**src/rtl/hash_table_pkg.sv**
```systemverilog
// Shared op codes, sequencer states and request layout for the hash table front end.
package hash_table_pkg;

    localparam logic [1:0] OP_INSERT  = 2'b00;
    localparam logic [1:0] OP_DELETE  = 2'b01;
    localparam logic [1:0] OP_SEARCH  = 2'b10;
    localparam logic [1:0] OP_ILLEGAL = 2'b11;

    localparam int HT_KEY_WIDTH   = 32;
    localparam int HT_VALUE_WIDTH = 32;

    typedef enum logic [1:0] {
        ST_IDLE,
        ST_ISSUE,
        ST_WAIT,
        ST_RESP
    } seq_state_e;

    typedef struct packed {
        logic [1:0]                op;
        logic [HT_KEY_WIDTH-1:0]   key;
        logic [HT_VALUE_WIDTH-1:0] value;
    } req_t;

endpackage

```
**src/rtl/hash_req_fifo.sv**
```systemverilog
// Request FIFO: power-of-two depth, registered occupancy, wrap-around pointers.
module hash_req_fifo #(
    parameter type entry_t = hash_table_pkg::req_t,
    parameter int  DEPTH   = 4
) (
    input  logic   clk_i,
    input  logic   rst_i,
    input  logic   push_i,
    input  entry_t push_data_i,
    input  logic   pop_i,
    output entry_t head_o,
    output logic   full_o,
    output logic   empty_o
);

    localparam int AW = $clog2(DEPTH);
    localparam logic [AW-1:0] PTR_ONE  = AW'(1);
    localparam logic [AW:0]   CNT_ONE  = (AW+1)'(1);
    localparam logic [AW:0]   FULL_CNT = (AW+1)'(DEPTH);

    entry_t          mem_q [DEPTH];
    logic [AW-1:0]   wr_ptr_q, rd_ptr_q;
    logic [AW:0]     count_q, count_d;
    logic            do_push, do_pop;

    assign full_o  = (count_q == FULL_CNT);
    assign empty_o = (count_q == '0);
    assign head_o  = mem_q[rd_ptr_q];
    assign do_push = push_i && !full_o;
    assign do_pop  = pop_i && !empty_o;

    always_comb begin
        count_d = count_q;
        if (do_push && !do_pop) begin
            count_d = count_q + CNT_ONE;
        end else if (do_pop && !do_push) begin
            count_d = count_q - CNT_ONE;
        end
    end

    always_ff @(posedge clk_i or posedge rst_i) begin
        if (rst_i) begin
            wr_ptr_q <= '0;
            rd_ptr_q <= '0;
            count_q  <= '0;
        end else begin
            count_q <= count_d;
            if (do_push) wr_ptr_q <= wr_ptr_q + PTR_ONE;
            if (do_pop)  rd_ptr_q <= rd_ptr_q + PTR_ONE;
        end
    end

    always_ff @(posedge clk_i) begin
        if (do_push) mem_q[wr_ptr_q] <= push_data_i;
    end

endmodule

```
**src/rtl/hash_table_req_sequencer.sv**
```systemverilog
// Queues hash table requests and issues them one at a time, with timeout and ordered responses.
//   state | meaning
//   IDLE  | look at FIFO head; legal op -> ISSUE, illegal op -> RESP with error
//   ISSUE | one-cycle ht_op_en strobe, timeout counter cleared
//   WAIT  | wait for ht_op_done or timeout
//   RESP  | hold response until rsp_ready, then pop the head
module hash_table_req_sequencer
    import hash_table_pkg::*;
#(
    parameter int KEY_WIDTH      = 32,
    parameter int VALUE_WIDTH    = 32,
    parameter int QUEUE_DEPTH    = 4,
    parameter int TIMEOUT_CYCLES = 64
) (
    input  logic                   clk_i,
    input  logic                   rst_i,
    input  logic                   req_valid_i,
    output logic                   req_ready_o,
    input  logic [1:0]             req_op_i,
    input  logic [KEY_WIDTH-1:0]   req_key_i,
    input  logic [VALUE_WIDTH-1:0] req_value_i,
    output logic                   ht_op_en_o,
    output logic [1:0]             ht_op_sel_o,
    output logic [KEY_WIDTH-1:0]   ht_key_o,
    output logic [VALUE_WIDTH-1:0] ht_value_o,
    input  logic [VALUE_WIDTH-1:0] ht_value_out_i,
    input  logic                   ht_op_done_i,
    input  logic                   ht_op_error_i,
    output logic                   rsp_valid_o,
    input  logic                   rsp_ready_i,
    output logic [1:0]             rsp_op_o,
    output logic [VALUE_WIDTH-1:0] rsp_value_o,
    output logic                   rsp_error_o,
    output logic                   rsp_timeout_o
);

    localparam int TW = $clog2(TIMEOUT_CYCLES);
    localparam logic [TW-1:0] T_LAST = TW'(TIMEOUT_CYCLES - 1);

    typedef struct packed {
        logic [1:0]             op;
        logic [KEY_WIDTH-1:0]   key;
        logic [VALUE_WIDTH-1:0] value;
    } req_w_t;

    seq_state_e             state_q;
    logic [TW-1:0]          tcnt_q;
    logic                   ht_op_en_q;
    logic [1:0]             ht_op_sel_q;
    logic [KEY_WIDTH-1:0]   ht_key_q;
    logic [VALUE_WIDTH-1:0] ht_value_q;
    logic                   rsp_valid_q;
    logic [1:0]             rsp_op_q;
    logic [VALUE_WIDTH-1:0] rsp_value_q;
    logic                   rsp_error_q;
    logic                   rsp_timeout_q;

    req_w_t push_data, head;
    logic   fifo_full, fifo_empty, pop;

    assign push_data   = '{op: req_op_i, key: req_key_i, value: req_value_i};
    assign req_ready_o = !fifo_full;
    assign pop         = (state_q == ST_RESP) && rsp_ready_i;

    hash_req_fifo #(
        .entry_t (req_w_t),
        .DEPTH   (QUEUE_DEPTH)
    ) u_fifo (
        .clk_i       (clk_i),
        .rst_i       (rst_i),
        .push_i      (req_valid_i),
        .push_data_i (push_data),
        .pop_i       (pop),
        .head_o      (head),
        .full_o      (fifo_full),
        .empty_o     (fifo_empty)
    );

    always_ff @(posedge clk_i or posedge rst_i) begin
        if (rst_i) begin
            state_q       <= ST_IDLE;
            tcnt_q        <= '0;
            ht_op_en_q    <= 1'b0;
            ht_op_sel_q   <= '0;
            ht_key_q      <= '0;
            ht_value_q    <= '0;
            rsp_valid_q   <= 1'b0;
            rsp_op_q      <= '0;
            rsp_value_q   <= '0;
            rsp_error_q   <= 1'b0;
            rsp_timeout_q <= 1'b0;
        end else begin
            case (state_q)
                ST_IDLE: begin
                    if (!fifo_empty) begin
                        rsp_op_q <= head.op;
                        if (head.op == OP_ILLEGAL) begin
                            rsp_valid_q   <= 1'b1;
                            rsp_error_q   <= 1'b1;
                            rsp_timeout_q <= 1'b0;
                            rsp_value_q   <= '0;
                            state_q       <= ST_RESP;
                        end else begin
                            ht_op_en_q  <= 1'b1;
                            ht_op_sel_q <= head.op;
                            ht_key_q    <= head.key;
                            ht_value_q  <= (head.op == OP_INSERT) ? head.value : '0;
                            state_q     <= ST_ISSUE;
                        end
                    end
                end
                ST_ISSUE: begin
                    ht_op_en_q <= 1'b0;
                    tcnt_q     <= '0;
                    state_q    <= ST_WAIT;
                end
                ST_WAIT: begin
                    if (ht_op_done_i) begin
                        rsp_valid_q   <= 1'b1;
                        rsp_error_q   <= ht_op_error_i;
                        rsp_timeout_q <= 1'b0;
                        rsp_value_q   <= (ht_op_sel_q == OP_SEARCH && !ht_op_error_i)
                                         ? ht_value_out_i : '0;
                        state_q       <= ST_RESP;
                    end else if (tcnt_q == T_LAST) begin
                        rsp_valid_q   <= 1'b1;
                        rsp_error_q   <= 1'b1;
                        rsp_timeout_q <= 1'b1;
                        rsp_value_q   <= '0;
                        state_q       <= ST_RESP;
                    end else begin
                        tcnt_q <= tcnt_q + TW'(1);
                    end
                end
                ST_RESP: begin
                    // Command fields stay on the bus until the response is consumed.
                    if (rsp_ready_i) begin
                        rsp_valid_q   <= 1'b0;
                        rsp_op_q      <= '0;
                        rsp_value_q   <= '0;
                        rsp_error_q   <= 1'b0;
                        rsp_timeout_q <= 1'b0;
                        ht_op_sel_q   <= '0;
                        ht_key_q      <= '0;
                        ht_value_q    <= '0;
                        state_q       <= ST_IDLE;
                    end
                end
                default: state_q <= ST_IDLE;
            endcase
        end
    end

    assign ht_op_en_o    = ht_op_en_q;
    assign ht_op_sel_o   = ht_op_sel_q;
    assign ht_key_o      = ht_key_q;
    assign ht_value_o    = ht_value_q;
    assign rsp_valid_o   = rsp_valid_q;
    assign rsp_op_o      = rsp_op_q;
    assign rsp_value_o   = rsp_value_q;
    assign rsp_error_o   = rsp_error_q;
    assign rsp_timeout_o = rsp_timeout_q;

endmodule

```
**config.mk**
```make
export PLATFORM = sky130hd
export DESIGN_NAME = hash_table_req_sequencer
export DESIGN_NICKNAME = d
export VERILOG_FILES = /design/src/rtl/hash_table_pkg.sv /design/src/rtl/hash_req_fifo.sv /design/src/rtl/hash_table_req_sequencer.sv
export SDC_FILE = /design/constraint.sdc
export NUM_CORES = 1
export LEC_CHECK = 0
export CORE_ASPECT_RATIO = 1.25
export CORE_MARGIN = 2
export CORE_UTILIZATION = 33
export CTS_CLUSTER_DIAMETER = 30
export CTS_CLUSTER_SIZE = 14
export DETAILED_ROUTE_END_ITERATION = 6
export GPL_TIMING_DRIVEN = 1
export PLACE_DENSITY_LB_ADDON = 0.2
export SYNTH_ARGS = -nofsm -noshare
export SYNTH_HDL_FRONTEND = slang
export SYNTH_SLANG_ARGS = --single-unit
export TNS_END_PERCENT = 100
```
**constraint.sdc**
```tcl
create_clock -name clk_i -period 4.95 [get_ports clk_i]
set_input_delay 0.7425 -clock clk_i [delete_from_list [all_inputs] [get_ports clk_i]]
set_output_delay 0.7425 -clock clk_i [all_outputs]
set_load 0.1 [all_outputs]
```
==> summary.md, run 1 <==
| Metric | Value |
|---|---|
| Status | finished clean |
| CP required | 4210 ps |
| Commonest cells post-synth | 264 x edfxtp_1, 119 x dfrtp_1, 106 x nand2_1 |
| Setup bufs post-CTS | 0 |
| Initial antenna violation count | 1 |
| Num rows | 85 |
| Post-CTS Resized | 0 |
| Worst-path fanout max | 6 |
| Min-Delay Path Class | flop to flop |
| Share of flip-flops with an asynchronous set or reset | 0.311 |
| Overall Global Routing Usage | 0.147 |
| HPWL after DPL | 18.9 mm |
| Die area | 0.0455 mm² |
| Post-synthesis area per instance | 17.6 µm² |
| Starting DRT DRC Count | 329 |
| Peak VDD IR | 0.346 mV |
| Yosys cell types | 45 |
| Gr ovfl total | 0 |
| Synthesized flop and latch total | 383 |
| DIE WIDTH | 191 µm |
| Layout area overhead | 36.6% |
| Final TNS setup | 0 ps |
| Endpoints failing hold | 0 |
| Largest net degree at the start of global routing | 90 |
| Clock sinks | 383 |
| Crit-path slowest cell | clkdlybuf4s50_1 |
| Post-detailed-routing wire length | 33.0 mm |
| Leak | 7.38 nW |
| Crit path cell chain | nor2_1 > nand2_1 > clkdlybuf4s50_1 |
| Largest area contributor in the netlist | edfxtp_1 |
| Vias/cell | 4.67 |
| First-pass GRT wire length | 50.1 mm |
| Setup Crit Path Kind | flop to output pin |
| Cts bufs inserted | 74 |
| Clock-pin slew on the worst setup and hold paths | 40 ps |
| Placed cells | 1568 |
| Critical path capture point type | output pin |
| GPL Wtd Cong | 0.713 |
| Flop2flop setup slack | 2150 ps |
| Starting Density | 0.334 |
| # port buffers | 208 |
| Synth Cell Area | 0.0144 mm² |
| Setup ws final | 1720 ps |
| Clock skew | 19.6 ps |
| Nets | 1195 |
| Worst-margin pin slew | 1070 ps |
| Final slew viol count | 0 |
| Share of the synthesized area in the top cell type | 0.549 |
| Worst Path Buf+Inv | 1 |
| Root Buffer | clkbuf_16 |
| Top FF cell, synth | edfxtp_1 |
| Finished Layout Cells | 1707 |
| Sequential share of the synthesized area | 0.755 |
| H-tree depth | 3 |
| Fill cells | 3831 |
| Synth Net Count | 938 |
| Iteration count of the initial detailed-routing pass | 5 |
| Die height | 238 µm |
| Max stage delay on crit path | 1210 ps |
| CP startpoint kind | flop |
| DRC violations left | 0 |
| Share of cells above drive strength 1 | 0.187 |
| Latest clock arrival within the worst-skew pair | 580 ps |
| Crit path DAT | 2490 ps |
| Final Core Density | 0.457 |
| Core area | 0.0432 mm² |
| Worst slack at placement | 2050 ps |
| Final ANT Viol Nets | 0 |
| Avg WL per Cell | 19.4 µm |
| Fin crit share | 0.653 |
| Largest cells by area after synthesis | edfxtp_1 55%, dfrtp_1 21%, mux4_2 10%, nand2_1 2.8%, a22o_1 2.0% |
| Count of final setup violators | 0 |
| Yosys warning count | 0 |
| IO Count | 209 |
| Max Fclk | 0.309 GHz |
| DR vias | 7965 |
| EDFF count, synth | 264 |
| Slew headroom | 0.283 |
| # hold bufs at CTS | 0 |
| Vias in the first global route | 8456 |
| Delay-heaviest family, CP | buffers and inverters |
| RSZ-0062 raised after global routing | false |
| CTS Buffer Depth | 3 |
| Pwr dens | 767 mW/mm² |
| Most numerous cell in the Yosys netlist | edfxtp_1 |
| CTS tree | yes |
| Max cap viols | 0 |
| Tmin final | 3230 ps |
| Post-Synthesis Cells | 822 |
through the flow:
stage          power (mW)  hold WS (ps)  area, µm²
3_3_place_gp         10.3           464      17200
3_5_place_dp         10.3           474      17200
5_1_grt              15.9           504      19700
6_report             15.1           475      19700
4_1_cts              15.4           485      19700
2_1_floorplan        8.78           452      14400
layout by cell type (no fill, tap or decap), types with 4 or more instances in the layout:
cell             instances
buf_4                   15
xnor2_1                  5
nand2_1                106
inv_1                   42
clkinv_4                 4
nor2_1                   6
o21ai_0                 47
clkbuf_8                 7
edfxtp_1               264
clkinv_2                 8
mux4_2                  66
bufinv_16                8
clkinvlp_4               8
clkdlybuf4s50_1        208
a22o_1                  33
clkbuf_1                16
dfrtp_1                117
o21ai_1                 25
nand3_1                  4
ha_1                    11
clkbuf_16               75
and3_4                   4
report_power, final:
group | switching [mW] | internal, mW
Sequential | 0.419 | 4.29
Combinational | 3.83 | 1.58
Clock | 1.66 | 3.34
kinds of logic (layout without fill, tap and decap cells):
logic type / after synthesis / after routing / share of synthesized area
AND/OR/NAND/NOR: 139 / 139 / 0.0419
other: 0 / 1 / 0
XOR/XNOR: 8 / 8 / 0.00485
flip-flops: 383 / 383 / 0.755
adder cells (fa/ha/maj): 12 / 12 / 0.0109
multiplexers: 71 / 71 / 0.107
buffers and inverters: 86 / 405 / 0.0262
AO/OA/AOI/OAI: 123 / 123 / 0.0544
worst register-to-register path, cell delays in order (launching register included):
cell and delay [ps]:
dfrtp_4 830, mux4_2 670, a311o_2 550, buf_4 360, nand2_1 150, o21ai_0 90
final timing paths:
| check | cells after the start | end | from |
|---|---|---|---|
| setup / recovery | 3 | req_ready_o | u_fifo.count_q[0]$_DFFE_PP0P_ |
| hold / removal | 2 | ht_value_o[8]$_DFFE_PP0P_ | ht_value_o[8]$_DFFE_PP0P_ |
| setup reg to reg | 5 | ht_value_o[25]$_DFFE_PP0P_ | u_fifo.rd_ptr_q[0]$_DFFE_PP0P_ |
| hold reg to reg | 2 | ht_value_o[8]$_DFFE_PP0P_ | ht_value_o[8]$_DFFE_PP0P_ |
| max in group asynchronous | 3 | ht_key_o[0]$_DFFE_PP0P_ | rst_i |
| min in group asynchronous | 2 | ht_key_o[20]$_DFFE_PP0P_ | rst_i |
flip-flops by register name (all words and copies together), names as in the netlist:
register / cells
ht_value_o: 32
u_fifo.rd_ptr_q: 2
u_fifo.wr_ptr_q: 2
u_fifo.count_q: 3
u_fifo.mem_q: 264
rsp_error_o: 1
rsp_op_o: 2
ht_key_o: 32
rsp_timeout_o: 1
ht_op_en_o: 1
rsp_valid_o: 1
state_q: 2
ht_op_sel_o: 2
rsp_value_o: 32
tcnt_q: 6
layer usage:
metal / up-vias / track usage / part of all wire
met5: - / 0 / 0
met3: 57 / 0.0400 / 0.061
met1: 4009 / 0.175 / 0.40
met2: 232 / 0.256 / 0.51
li1: 3667 / - / -
met4: 0 / 0.0513 / 0.021
final cells by class:
| cell class | instances | area, µm² | share of cell area |
|---|---|---|---|
| Sequential cell | 383 | 10900 | 0.553 |
| Multi-Input combinational cell | 353 | 3180 | 0.161 |
| Timing Repair Buffer | 223 | 2190 | 0.111 |
| Clock buffer | 98 | 2030 | 0.103 |
| Tap cell | 565 | 707 | 0.0358 |
| Clock inverter | 40 | 522 | 0.0265 |
| Inverter | 44 | 170 | 0.00863 |
| Antenna cell | 1 | 2.50 | 0.000127 |
No activity file was read; power rests on OpenSTA's default activity.
==> run 2: changes to the inputs <==
==> constraint.sdc (replaced) <==
create_clock -name clk_i -period 3.3 [get_ports clk_i]
set_input_delay 0.495 -clock clk_i [delete_from_list [all_inputs] [get_ports clk_i]]
set_output_delay 0.495 -clock clk_i [all_outputs]
set_load 0.1 [all_outputs]
==> summary.md, run 2 (synthesized netlist as in run 1, its figures left out) <==
| Metric | Value |
|---|---|
| NetSw | 8.90 mW (was 5.91 mW) |
| Setup Crit Path Kind | flop to output pin (unchanged) |
| Largest net degree at the start of global routing | 72 (was 90) |
| Int Power | 14.1 mW (was 9.21 mW) |
| Final TNS setup | 0 ps (unchanged) |
| Vias in the first global route | 8691 (was 8456) |
| RSZ-0062 raised after global routing | false (unchanged) |
| # hold bufs at CTS | 0 (unchanged) |
| Num rows | 85 (unchanged) |
| Reg-to-reg endpoint | rsp_value_o[16]$_DFFE_PP0P_ (was ht_value_o[25]$_DFFE_PP0P_) |
| Final slew viol count | 0 (unchanged) |
| DRC violations left | 0 (unchanged) |
| Max Fclk | 0.380 GHz |
| Finished Layout Cells | 1720 (was 1707) |
| Flop2flop setup slack | 810 ps (was 2150 ps) |
| Nets | 1206 (was 1195) |
| Worst-path fanout max | 2 (was 6) |
| Leak | 7.51 nW (was 7.38 nW) |
| Tmin final | 2630 ps |
| Post-CTS Resized | 0 (unchanged) |
| Crit-path slowest cell | clkdlybuf4s50_1 (unchanged) |
| Clock skew | 14.7 ps (was 19.6 ps) |
| Crit path DAT | 2130 ps (was 2490 ps) |
| Worst Path Buf+Inv | 1 (unchanged) |
| Layout area overhead | 38.0% (was 36.6%) |
| DR vias | 8107 (was 7965) |
| Latest clock arrival within the worst-skew pair | 590 ps (was 580 ps) |
| Starting Density | 0.334 (unchanged) |
| Peak VDD IR | 0.770 mV (was 0.346 mV) |
| Clock power share | 0.338 (was 0.331) |
| Root Buffer | clkbuf_16 (unchanged) |
| Final Core Density | 0.461 (was 0.457) |
| Fin crit share | 0.797 |
| CP required | 2800 ps (was 4210 ps) |
| IO Count | 209 (unchanged) |
| Crit path cell chain | clkdlybuf4s50_1 (was nor2_1 > nand2_1 > clkdlybuf4s50_1) |
| Reg power frac | 0.306 (was 0.312) |
| Max stage delay on crit path | 1160 ps (was 1210 ps) |
| Clock sinks | 383 (unchanged) |
| Pwr dens | 1150 mW/mm² (was 767 mW/mm²) |
| Worst r2r src | tcnt_q[0]$_DFFE_PP0P_ (was u_fifo.rd_ptr_q[0]$_DFFE_PP0P_) |
| Overall Global Routing Usage | 0.151 (was 0.147) |
| Largest register by flop count | u_fifo.mem_q (unchanged) |
| Core area | 0.0432 mm² (unchanged) |
| HPWL after DPL | 19.2 mm (was 18.9 mm) |
| Antenna cells | 0 (was 1) |
| Setup bufs post-CTS | 0 (unchanged) |
| CP startpoint kind | flop (unchanged) |
| Final ANT Viol Nets | 0 (unchanged) |
| Clock-pin slew on the worst setup and hold paths | 40 ps (about the same) |
| Switching share of power | 0.387 (was 0.391) |
| Status | finished clean (unchanged) |
| Starting DRT DRC Count | 329 (unchanged) |
| Share of cells above drive strength 1 | 0.211 (was 0.187) |
| Cts bufs inserted | 77 (was 74) |
| Avg WL per Cell | 19.3 µm (was 19.4 µm) |
| H-tree depth | 3 (unchanged) |
| Commonest non-fill, non-tap cells in the layout | 264 x edfxtp_1, 196 x clkdlybuf4s50_1, 117 x dfrtp_1 (was 264 x edfxtp_1, 208 x clkdlybuf4s50_1, 117 x dfrtp_1) |
| Largest register FFs | 264 (unchanged) |
| Worst-margin pin slew | 1100 ps (was 1070 ps) |
| CTS tree | yes (unchanged) |
| Slew headroom | 0.260 (was 0.283) |
| Commonest non-fill, non-tap cell in the layout | edfxtp_1 (unchanged) |
| # port buffers | 208 (unchanged) |
| Placed cells | 1576 (was 1568) |
| Initial antenna violation count | 1 (unchanged) |
| Iteration count of the initial detailed-routing pass | 4 (was 5) |
| Max cap viols | 0 (unchanged) |
| Count of final setup violators | 0 (unchanged) |
| Endpoints failing hold | 0 (unchanged) |
| Die height | 238 µm (unchanged) |
| DIE WIDTH | 191 µm (unchanged) |
| Min-Delay Path Class | input port to asynchronous set/reset pin (was flop to flop) |
| First-pass GRT wire length | 51.3 mm (was 50.1 mm) |
| CTS Buffer Depth | 3 (unchanged) |
| Delay-heaviest family, CP | buffers and inverters (unchanged) |
| Gr ovfl total | 0 (unchanged) |
| GPL Wtd Cong | 0.721 (was 0.713) |
| Vias/cell | 4.71 (was 4.67) |
| Post-detailed-routing wire length | 33.2 mm (was 33.0 mm) |
| Die area | 0.0455 mm² (unchanged) |
| Worst R2R Path Depth | 5 (unchanged) |
| Comb pwr share | 0.356 (was 0.358) |
| Critical path capture point type | output pin (unchanged) |
==> run 2: changes by cell type in the layout (fill, tap and decap cells not counted), sizes merged <==
cell / change
clkbuf: +3
clkdlybuf4s50: -12
inv: -1
clkinvlp: +3
clkinv: +1
diode: -1
buf: +20
==> run 2: power by group through the flow <==
stage | clock [mW] | combinational, mW | sequential, mW
floorplan | 0 | 3.10 | 10.0
global placement | 0 | 8.32 | 7.10
detailed placement | 0 | 8.35 | 7.13
global route | 8.20 | 8.76 | 7.16
finish | 7.76 | 8.19 | 7.03
CTS | 7.95 | 8.37 | 7.06
==> run 2: layout make-up <==
cell class | count | area, µm²
clock inverters | 43 | 497
fillers | 3811 | 23300
inverters | 44 | 169
flip-flops and latches | 383 | 10900
well taps | 565 | 707
multi-input cells | 353 | 3180
repair buffers | 231 | 2300
clock buffers | 101 | 2160
==> run 2: worst max path at each step <==
stage,cells past startpoint,slack (ps),start,endpoint
global placement,5,810,u_fifo.rd_ptr_q[1]$_DFFE_PP0P_,ht_value_o[28]$_DFFE_PP0P_
finish,1,670,ht_value_o[31]$_DFFE_PP0P_,ht_value_o[31]
global route,6,540,state_q[1]$_DFFE_PP0P_,ht_key_o[18]$_DFFE_PP0P_
CTS,1,610,ht_key_o[16]$_DFFE_PP0P_,ht_key_o[16]
floorplan,3,650,u_fifo.count_q[0]$_DFFE_PP0P_,u_fifo.mem_q[1][0]$_DFFE_PP_
detailed placement,5,780,ht_op_done_i,rsp_value_o[4]$_DFFE_PP0P_
==> run 2: worst reg2reg max path, stage by stage, from the launching register on <==
cell	delay, ps
dfrtp_1	370
ha_1	210
nand2_1	90
o21ai_0	860
and4_4	670
a22o_1	230
==> run 2: metal layers <==
metal / up-vias / global-route usage / routed length, µm
li1: 3703 / - / -
met5: - / 0 / 10
met1: 4097 / 0.185 / 13900
met2: 241 / 0.250 / 16300
met3: 64 / 0.0394 / 2090
met4: 2 / 0.0692 / 865
==> run 2: through the flow <==
step	setup WS (ps)	total power [mW]	cell area, µm²	hold slack, ps
after CTS	606	23.4	19900	425
after floorplan	651	13.1	14500	452
after global placement	813	15.4	17300	464
after global routing	543	24.1	19900	475
after detailed placement	778	15.5	17300	469
final	672	23.0	19900	424
==> run 3: changes to the inputs <==
==> constraint.sdc (replaced) <==
create_clock -name clk_i -period 2.13 [get_ports clk_i]
set_input_delay 0.3195 -clock clk_i [delete_from_list [all_inputs] [get_ports clk_i]]
set_output_delay 0.3195 -clock clk_i [all_outputs]
set_load 0.1 [all_outputs]
==> summary.md, run 3 (synthesized netlist as in run 1, its figures left out) <==
| Metric | Value |
|---|---|
| Clock-pin slew on the worst setup and hold paths | 50 ps (was 40 ps) |
| IO Count | 209 (unchanged) |
| Fill cells | 3763 (was 3811) |
| Count of final setup violators | 0 (unchanged) |
| Pwr dens | 1800 mW/mm² (was 1150 mW/mm²) |
| Final Core Density | 0.461 (about the same) |
| CTS Buffer Depth | 3 (unchanged) |
| Commonest non-fill, non-tap cells in the layout | 264 x edfxtp_1, 129 x buf_4, 117 x dfrtp_1 (was 264 x edfxtp_1, 196 x clkdlybuf4s50_1, 117 x dfrtp_1) |
| Starting DRT DRC Count | 330 (was 329) |
| Antenna cells | 0 (unchanged) |
| Max Fclk | 0.486 GHz |
| Crit path from | u_fifo.rd_ptr_q[0]$_DFFE_PP0P_ (was ht_value_o[31]$_DFFE_PP0P_) |
| Worst-margin pin slew | 725 ps (was 1100 ps) |
| Share of cells above drive strength 1 | 0.301 (was 0.211) |
| Die height | 238 µm (unchanged) |
| Initial antenna violation count | 2 (was 1) |
| DR vias | 8039 (was 8107) |
| CP required | 2570 ps (was 2800 ps) |
| Finished Layout Cells | 1731 (was 1720) |
| Largest register FFs | 264 (unchanged) |
| Setup bufs post-CTS | 0 (unchanged) |
| Largest net degree at the start of global routing | 60 (was 72) |
| Commonest non-fill, non-tap cell in the layout | edfxtp_1 (unchanged) |
| Crit path to | ht_key_o[22]$_DFFE_PP0P_ (was ht_value_o[31]) |
| GPL Wtd Cong | 0.745 (was 0.721) |
| Die area | 0.0455 mm² (unchanged) |
| Final slew viol count | 0 (unchanged) |
| Leak | 7.78 nW (was 7.51 nW) |
| Root Buffer | clkbuf_16 (unchanged) |
| Reg-to-reg endpoint | ht_key_o[22]$_DFFE_PP0P_ (was rsp_value_o[16]$_DFFE_PP0P_) |
| Core area | 0.0432 mm² (unchanged) |
| Int Power | 21.9 mW (was 14.1 mW) |
| Starting Density | 0.334 (unchanged) |
| Placed cells | 1595 (was 1576) |
| Clock sinks | 383 (unchanged) |
| Largest register by flop count | u_fifo.mem_q (unchanged) |
| Layout area overhead | 37.9% (was 38.0%) |
| CTS tree | yes (unchanged) |
| Iteration count of the initial detailed-routing pass | 4 (unchanged) |
| Comb pwr share | 0.369 (was 0.356) |
| Worst-path fanout max | 59 (was 2) |
| # port buffers | 208 (unchanged) |
| Vias in the first global route | 8702 (was 8691) |
| Gr ovfl total | 0 (unchanged) |
| Clock skew | 24.6 ps (was 14.7 ps) |
| Setup Crit Path Kind | flop to flop (was flop to output pin) |
| Num rows | 85 (unchanged) |
| Area taken by multi-input logic gates | 0.00320 mm² (was 0.00318 mm²) |
| H-tree depth | 3 (unchanged) |
| Latest clock arrival within the worst-skew pair | 590 ps (about the same) |
| Endpoints failing hold | 0 (unchanged) |
| First-pass GRT wire length | 50.5 mm (was 51.3 mm) |
| Status | finished clean (unchanged) |
| Post-detailed-routing wire length | 33.0 mm (was 33.2 mm) |
| RSZ-0062 raised after global routing | true (was false) |
| Clock power share | 0.333 (was 0.338) |
| Nets | 1222 (was 1206) |
| Switching share of power | 0.387 (about the same) |
| Flop2flop setup slack | 70 ps (was 810 ps) |
| NetSw | 13.9 mW (was 8.90 mW) |
| Vias/cell | 4.64 (was 4.71) |
| Peak VDD IR | 0.940 mV (was 0.770 mV) |
| Fin crit share | 0.965 |
| Slew headroom | 0.517 (was 0.260) |
| Worst slack at placement | 44.4 ps (was 778 ps) |
| Worst r2r src | u_fifo.rd_ptr_q[0]$_DFFE_PP0P_ (was tcnt_q[0]$_DFFE_PP0P_) |
| Avg WL per Cell | 19.0 µm (was 19.3 µm) |
| Crit path DAT | 2490 ps (was 2130 ps) |
| Overall Global Routing Usage | 0.149 (was 0.151) |
| Setup ws final | 74.4 ps (was 672 ps) |
| Max cap viols | 0 (unchanged) |
| DIE WIDTH | 191 µm (unchanged) |
| Min-Delay Path Class | input port to asynchronous set/reset pin (unchanged) |
| Reg power frac | 0.298 (was 0.306) |
| CP startpoint kind | flop (unchanged) |
| DRC violations left | 0 (unchanged) |
| Final ANT Viol Nets | 0 (unchanged) |
| Register area | 0.0109 mm² (unchanged) |
| Tmin final | 2060 ps |
| Worst R2R Path Depth | 5 (unchanged) |
| Critical path capture point type | flop (was output pin) |
| Cts bufs inserted | 74 (was 77) |
| HPWL after DPL | 19.2 mm (about the same) |
==> run 3: repair_timing <==
action,4_1_cts,5_1_grt
endpoints found under the setup margin,0,51
gates resized for setup,0,6
hold buffers,0,0
==> run 3: final cells by class <==
| class | count | area share |
|---|---|---|
| sequential | 383 | 0.548 |
| tap | 565 | 0.0355 |
| timing repair buffer | 250 | 0.118 |
| clock buffer | 87 | 0.100 |
| clock inverter | 49 | 0.0299 |
| multi-input combinational | 353 | 0.161 |
| inverter | 44 | 0.00848 |
==> run 3: worst min path at each step <==
stage,start,endpoint,slack (ps),depth (start not counted)
2_1_floorplan,req_value_i[0],u_fifo.mem_q[0][0]$_DFFE_PP_,420,0
3_3_place_gp,ht_key_o[14]$_DFFE_PP0P_,ht_key_o[14]$_DFFE_PP0P_,470,2
3_5_place_dp,ht_value_o[24]$_DFFE_PP0P_,ht_value_o[24]$_DFFE_PP0P_,470,2
4_1_cts,rst_i,rsp_value_o[25]$_DFFE_PP0P_,90,2
5_1_grt,rst_i,rsp_value_o[25]$_DFFE_PP0P_,120,2
6_report,rst_i,rsp_value_o[25]$_DFFE_PP0P_,110,2
==> run 3: per-stage QoR <==
stage,power [mW],cell area (µm²),setup TNS (ps),hold slack (ps)
floorplan,20.4,14500,-5960,418
global placement,24.2,17300,0,466
detailed placement,24.3,17300,0,473
CTS,36.4,19900,0,90.7
global route,37.5,19900,-83.2,121
finish,35.8,19900,0,112
==> run 3: power by group through the flow <==
stage                     Clock (mW)  Sequential, mW  Combinational, mW
final                           11.9            10.7               13.2
after global routing            12.5            10.9               14.1
after CTS                       12.2            10.7               13.5
after detailed placement           0            10.8               13.4
after global placement             0            10.8               13.4
after floorplan                    0            15.6               4.82
==> run 3: metal layers <==
layer	global-route usage	part of all wire	wire length [µm]
met1	0.184	0.42	14000
met2	0.245	0.49	16100
met3	0.0393	0.061	2020
met4	0.0648	0.025	835
met5	0	0.00079	26
==> run 3: worst max-delay path, cell delays in order, from the launching register on <==
cell and delay (ps):
dfrtp_4 440, mux4_2 570, a311o_2 460, buf_12 200, nand2_1 110, o21ai_0 80
